## src/rtl/mole_pkg.sv

```systemverilog
// Shared types and constants for the whack-a-mole autoplayer and its LFSR.
package mole_pkg;

  // Autoplayer FSM states.
  typedef enum logic [2:0] {
    IDLE    = 3'd0,
    SETTLE  = 3'd1,
    REACT   = 3'd2,
    PRESS   = 3'd3,
    RELEASE = 3'd4,
    DONE    = 3'd5
  } ap_state_t;

  // Feedback taps for x^16+x^15+x^13+x^4+1 (state bits 15, 14, 12, 3).
  localparam logic [15:0] LFSR_TAPS = 16'hD008;

  // Pattern with every mole lit.
  localparam logic [6:0] SEG_ALL_ON = 7'h7F;

  // One-hot pick of the first unlit bit at or above start (start taken mod 7),
  // wrapping around. Returns zero only if every bit of target is lit.
  function automatic logic [6:0] wrong_bit(input logic [6:0] target,
                                           input logic [2:0] start);
    logic [6:0] pick;
    logic       found;
    logic [2:0] idx;
    int         base;
    pick  = '0;
    found = 1'b0;
    base  = (start == 3'd7) ? 0 : int'(start);
    for (int k = 0; k < 7; k++) begin
      idx = 3'((base + k) % 7);
      if (!found && !target[idx]) begin
        pick[idx] = 1'b1;
        found     = 1'b1;
      end
    end
    return pick;
  endfunction

endpackage

```

## src/rtl/mole_lfsr16.sv

```systemverilog
// Free-running 16-bit Fibonacci LFSR; shifts left every cycle out of reset.
module mole_lfsr16
  import mole_pkg::*;
#(
  parameter logic [15:0] SEED = 16'hD00D
) (
  input  logic        clk,
  input  logic        rst,
  output logic [15:0] state
);

  // Shift in the XOR of the tapped bits each cycle.
  always_ff @(posedge clk or posedge rst) begin
    if (rst) begin
      state <= SEED;
    end else begin
      state <= {state[14:0], ^(state & LFSR_TAPS)};
    end
  end

endmodule

```

## src/rtl/mole_autoplayer.sv

```systemverilog
// Closed-loop player agent: watches the core's segment pattern, waits for it
// to settle plus a jittered reaction delay, presses the lit buttons, then
// releases. Optionally adds one wrong button to exercise the core's lockout.
module mole_autoplayer
  import mole_pkg::*;
#(
  parameter int unsigned STABLE_CYCLES  = 2,
  parameter int unsigned REACT_CYCLES   = 8,
  parameter logic [7:0]  JITTER_MASK    = 8'h07,
  parameter int unsigned HOLD_CYCLES    = 4,
  parameter int unsigned RELEASE_CYCLES = 2,
  parameter logic [15:0] LFSR_SEED      = 16'hD00D
) (
  input  logic       clk,
  input  logic       rst,
  input  logic       enable,
  input  logic [6:0] seg_n,
  input  logic       game_end,
  input  logic       err_en,
  output logic [7:0] btn,
  output logic [7:0] presses,
  output logic [7:0] errors,
  output logic       busy,
  output logic       done
);

  localparam logic [4:0] STABLE_L = 5'(STABLE_CYCLES);
  localparam logic [8:0] REACT_L  = 9'(REACT_CYCLES);
  localparam logic [7:0] HOLD_M1  = 8'(HOLD_CYCLES - 1);
  localparam logic [7:0] REL_M1   = 8'(RELEASE_CYCLES - 1);

  ap_state_t   state_q, state_d;
  logic [6:0]  target_q, target_d;
  logic [3:0]  cnt_q, cnt_d;
  logic [8:0]  delay_q, delay_d;
  logic [7:0]  hold_q, hold_d;
  logic [7:0]  rel_q, rel_d;
  logic [7:0]  btn_q, btn_d;
  logic [7:0]  presses_q, presses_d;
  logic [7:0]  errors_q, errors_d;
  logic        busy_q, busy_d;
  logic        done_q, done_d;

  logic [15:0] lfsr;
  logic        lfsr_unused;
  logic [6:0]  pattern;
  logic        pat_valid;
  logic        pat_same;
  logic [4:0]  cnt_inc;
  logic [8:0]  react_load;
  logic        inject;

  mole_lfsr16 #(
    .SEED (LFSR_SEED)
  ) u_lfsr (
    .clk   (clk),
    .rst   (rst),
    .state (lfsr)
  );

  // Bits 12:11 of the LFSR feed nothing but the feedback itself.
  assign lfsr_unused = ^lfsr[12:11];

  // Decode the lit pattern and the values loaded on state entry.
  always_comb begin
    pattern    = ~seg_n;
    pat_valid  = |pattern;
    pat_same   = (pattern == target_q);
    cnt_inc    = {1'b0, cnt_q} + 5'd1;
    react_load = REACT_L + {1'b0, lfsr[7:0] & JITTER_MASK};
    inject     = err_en && (lfsr[15:13] == 3'b000) && (target_q != SEG_ALL_ON);
  end

  // Next-state and registered-output logic; game_end beats !enable beats FSM.
  always_comb begin
    state_d   = state_q;
    target_d  = target_q;
    cnt_d     = cnt_q;
    delay_d   = delay_q;
    hold_d    = hold_q;
    rel_d     = rel_q;
    btn_d     = btn_q;
    presses_d = presses_q;
    errors_d  = errors_q;

    if (game_end) begin
      state_d = DONE;
      btn_d   = '0;
    end else if (!enable) begin
      state_d = IDLE;
      btn_d   = '0;
    end else begin
      case (state_q)
        IDLE: begin
          btn_d = '0;
          if (pat_valid) begin
            target_d = pattern;
            cnt_d    = 4'd1;
            state_d  = SETTLE;
          end
        end

        SETTLE: begin
          btn_d = '0;
          if (!pat_same) begin
            if (pat_valid) begin
              target_d = pattern;
              cnt_d    = 4'd1;
            end else begin
              state_d = IDLE;
            end
          end else begin
            cnt_d = cnt_inc[3:0];
            if (cnt_inc >= STABLE_L) begin
              delay_d = react_load;
              state_d = REACT;
            end
          end
        end

        REACT: begin
          btn_d = '0;
          if (!pat_same) begin
            // Round moved on before we reacted: chase the new pattern.
            if (pat_valid) begin
              target_d = pattern;
              cnt_d    = 4'd1;
              state_d  = SETTLE;
            end else begin
              state_d = IDLE;
            end
          end else if (delay_q == 9'd0) begin
            state_d   = PRESS;
            hold_d    = HOLD_M1;
            btn_d     = {1'b0, target_q};
            presses_d = (presses_q == 8'hFF) ? presses_q : presses_q + 8'd1;
            if (inject) begin
              btn_d[6:0] = target_q | wrong_bit(target_q, lfsr[10:8]);
              errors_d   = (errors_q == 8'hFF) ? errors_q : errors_q + 8'd1;
            end
          end else begin
            delay_d = delay_q - 9'd1;
          end
        end

        PRESS: begin
          // A pattern change means the hit landed or the round timed out.
          if (!pat_same || (hold_q == 8'd0)) begin
            state_d = RELEASE;
            btn_d   = '0;
            rel_d   = REL_M1;
          end else begin
            hold_d = hold_q - 8'd1;
          end
        end

        RELEASE: begin
          btn_d = '0;
          if (rel_q == 8'd0) begin
            state_d = IDLE;
          end else begin
            rel_d = rel_q - 8'd1;
          end
        end

        DONE: begin
          btn_d   = '0;
          state_d = IDLE;
        end

        default: begin
          btn_d   = '0;
          state_d = IDLE;
        end
      endcase
    end

    busy_d = (state_d == SETTLE) || (state_d == REACT) ||
             (state_d == PRESS)  || (state_d == RELEASE);
    done_d = (state_d == DONE);
  end

  // State, counters and registered outputs.
  always_ff @(posedge clk or posedge rst) begin
    if (rst) begin
      state_q   <= IDLE;
      target_q  <= '0;
      cnt_q     <= '0;
      delay_q   <= '0;
      hold_q    <= '0;
      rel_q     <= '0;
      btn_q     <= '0;
      presses_q <= '0;
      errors_q  <= '0;
      busy_q    <= 1'b0;
      done_q    <= 1'b0;
    end else begin
      state_q   <= state_d;
      target_q  <= target_d;
      cnt_q     <= cnt_d;
      delay_q   <= delay_d;
      hold_q    <= hold_d;
      rel_q     <= rel_d;
      btn_q     <= btn_d;
      presses_q <= presses_d;
      errors_q  <= errors_d;
      busy_q    <= busy_d;
      done_q    <= done_d;
    end
  end

  assign btn     = btn_q;
  assign presses = presses_q;
  assign errors  = errors_q;
  assign busy    = busy_q;
  assign done    = done_q;

endmodule
```

## config.mk

```make
export PLATFORM = sky130hd
export DESIGN_NAME = mole_autoplayer
export DESIGN_NICKNAME = d
export VERILOG_FILES = /design/src/rtl/mole_pkg.sv /design/src/rtl/mole_lfsr16.sv /design/src/rtl/mole_autoplayer.sv
export SDC_FILE = /design/constraint.sdc
export NUM_CORES = 1
export LEC_CHECK = 0
export ABC_AREA = 1
export BUFFER_PORTS_ARGS = -buffer_cell sky130_fd_sc_hd__buf_2
export CORE_MARGIN = 2
export CORE_UTILIZATION = 30
export CTS_CLUSTER_DIAMETER = 200
export DETAILED_ROUTE_END_ITERATION = 8
export PLACE_DENSITY = 0.47
export SKIP_CTS_REPAIR_TIMING = 1
export SLEW_MARGIN = 5
export SYNTH_ARGS = -nofsm -noshare
export SYNTH_HDL_FRONTEND = slang
export SYNTH_SLANG_ARGS = --single-unit
```

## constraint.sdc

```tcl
create_clock -name clk -period 3.95 [get_ports clk]
set_input_delay 0.9875 -clock clk [delete_from_list [all_inputs] [get_ports clk]]
set_output_delay 0.9875 -clock clk [all_outputs]
set_load 0.02 [all_outputs]
```

==> out/results.ini <==
[detailed_routing]
wl_per_cell_um = 13.9
vias = 5401
drt_wl_total_um = 16000
drc_errors = 0
firstDrtPassIters = 5
postRouteAntennaNets = 0
drt_iter0_markers = 216
vias_per_cell = 4.68

[grt]
antenna_found_initial = 0
overflow = 0
grt_pass1_wl_um = 26800
grt_pass1_vias = 5220
grt_max_degree = 57
grt_use_total = 0.158

[sta]
hold_violations = 0
fin_crit_ps = 3650
slew_headroom = 0.347
finalMaxSlewViolations = 0
fin_crit_sh = 0.925
clock-skew-final_ps = 15.3
fmax_mhz = 274
setup_viol = 0
worst_pin_slew_ps = 978

[floorplanning]
rows = 51
initial_core_util = 0.307
io_pins = 38
core_mm2 = 0.0195
dieHeight_um = 145
die_area_mm2 = 0.0211
die_width_um = 145

[power]
switchingPower_mw = 0.782
p_per_area_mw_per_mm2 = 329
peakVddDrop_mv = 0.173
power_mw = 2.28
switching_share = 0.343
power_frac_clock = 0.355
sequentialPowerShare = 0.440
p_leak_nw = 3.45
p_int_mw = 1.49
combinationalPowerShare = 0.205

[worst_hold_path]
worstHoldPathCells = 0
hold_end = u_lfsr.state[7]
hold_start = u_lfsr.state[6]
hp-class = reg -> reg

[place]
dpl.hpwl_um = 12400
io_buffer_count = 36
dpl-instance-area_mm2 = 0.00655
place_congestion = 0.854

[synth]
ys_seq_elements = 80
post_synth_num_cell_types = 53
ys.flop_type = dfrtp_1
synth_warnings = 0
netlist_area_mm2 = 0.00599
syn_avg_cell_area_um2 = 7.24
synth_edf_count = 0
synth_cells = 828
syn-num-nets = 868
synthArstFlopShare = 1.00
ys_seq_area_frac = 0.335

[clocking]
cts_buffer_depth = 2
cts_tree = done
worstSkewPairLatency_ps = 350
cts_root_buf = clkbuf_16
htree_num_levels = 3
cts_sinks = 80
cts-buffers-inserted = 9
clkTransAtPathRegs_ps = 70

[outcome]
status = finished, final reports clean

[cells_and_area]
synthToLayoutAreaGrowth_pct = 15.6
design_area_mm2 = 0.00693
final_nets = 923
antennaDiodeCount = 0
final_core_utilization = 0.355
drive_gt1_frac = 0.187

[worst_setup_path]
cp-start-kind = flip-flop
cp_data_required_time_ps = 4190
worst_path_largest_cell_delay_ps = 380
end_kind = flip-flop
r2r-end = btn[5]
cp.arrival_ps = 3900
worst-r2r-setup-slack_ps = 300
worst-r2r-cell-count = 27
r2r-start = u_lfsr.state[9]
cp_slowest_cell = dfrtp_1
cp_max_fo = 7
crit_type = reg -> reg
path_common_cell = nand2_1

[job]
maxCapViolations = 0

## Yosys cell counts (all sizes together) (2+ instances only)
cell type	number	share of area
nor3	32	0.031
nor2	110	0.079
ha	28	0.058
xor2	20	0.035
inv	132	0.083
buf	11	0.014
o21ai	50	0.044
dfrtp	74	0.31
nor4	8	0.011
nor3b	3	0.0038
o211ai	4	0.0050
nand3	77	0.068
o22ai	7	0.0073
a21oi	17	0.014
a31oi	6	0.0073
a211oi	2	0.0025
o31ai	2	0.0025
xnor2	14	0.020
mux2	2	0.0038
clkbuf	3	0.0019
o21bai	2	0.0031
nand2	181	0.13
nand4	26	0.030
dfstp	6	0.026
or2	2	0.0021
## worst max path at each step
stage               cells after the start  slack (ps)     end            start
detailed placement                     27         110  btn[1]  u_lfsr.state[8]
CTS                                    27         100  btn[1]  u_lfsr.state[8]
floorplan                              27         200  btn[6]  u_lfsr.state[8]
finish                                 27         300  btn[5]  u_lfsr.state[9]
global route                           29          -3  btn[1]  u_lfsr.state[9]
global placement                       27         140  btn[1]  u_lfsr.state[8]
## cells in the final DEF (no fill, tap or decap), drive strengths merged, types with 2 or more instances in the layout
master | netlist | final
a31oi | 6 | 6
nor2 | 110 | 110
o21bai | 2 | 2
nand2 | 181 | 181
dfrtp | 74 | 74
clkinv | 0 | 3
dfstp | 6 | 6
a211oi | 2 | 2
nand4 | 26 | 26
a21oi | 17 | 17
o22ai | 7 | 7
inv | 132 | 135
buf | 11 | 58
xor2 | 20 | 20
o211ai | 4 | 4
o31ai | 2 | 2
nand3 | 77 | 77
nor3 | 32 | 32
clkbuf | 3 | 9
ha | 28 | 28
o21ai | 50 | 50
or2 | 2 | 2
mux2 | 2 | 2
xnor2 | 14 | 14
nor4 | 8 | 8
nor3b | 3 | 3
## logic make-up (layout without fill, tap and decap cells)
group,count (synthesis),after routing,synth area share
AOI/OAI and AO/OA,94,94,0.0927
adders and majority gates,28,28,0.0585
xor gates and xnor gates,34,34,0.0553
DFF,80,80,0.335
and+or+nand+nor,442,442,0.353
muxes,3,3,0.00543
buffers and inverters,146,206,0.0992
other,1,1,0.000626
## metrics by stage
step | cells | worst slack, ps | TNS [ps] | hold WS [ps]
final | 1153 | 298 | 0 | 349
after CTS | 1150 | 102 | 0 | 350
after detailed placement | 1134 | 108 | 0 | 335
after floorplan | 828 | 199 | 0 | 331
after global routing | 1153 | -3.26 | -3.26 | 360
after global placement | 1134 | 144 | 0 | 334
## critical path: cells and delay by family (launching register included)
kind	cells	cell delay, ps
simple gates	19	1790
fa+ha+maj	5	1100
buf+inv	3	270
flops	1	380
## state kept, by name, indices dropped and copies added (netlist names)
name / cells
errors: 8
btn: 7
cnt_q: 4
presses: 8
done: 1
u_lfsr.state: 16
target_q: 7
state_q: 3
delay_q: 9
rel_q: 8
hold_q: 8
busy: 1
## power groups by stage
stage / registers [mW] / clock network (mW) / logic (mW)
global placement: 1.02 / 0 / 0.466
CTS: 1.00 / 0.837 / 0.465
detailed placement: 1.01 / 0 / 0.464
finish: 1.00 / 0.809 / 0.466
global route: 1.02 / 0.877 / 0.544
floorplan: 0.964 / 0 / 0.380
## final cells by class
cell class	instances	area, um2
Fill cell	2128	12600
Multi-Input combinational cell	602	3440
Sequential cell	80	2010
Inverter	132	499
Timing Repair Buffer	58	362
Tap cell	265	332
Clock buffer	9	225
Clock inverter	7	58.8
## routing by layer
metal | vias up | share of wire | GRT usage
met1 | 2507 | 0.48 | 0.205
met2 | 77 | 0.48 | 0.269
met3 | 22 | 0.030 | 0.0277
li1 | 2795 | - | -
met4 | 0 | 0.016 | 0.0480
met5 | - | 0 | 0
Note: power is estimated with default switching activity, not from simulation.
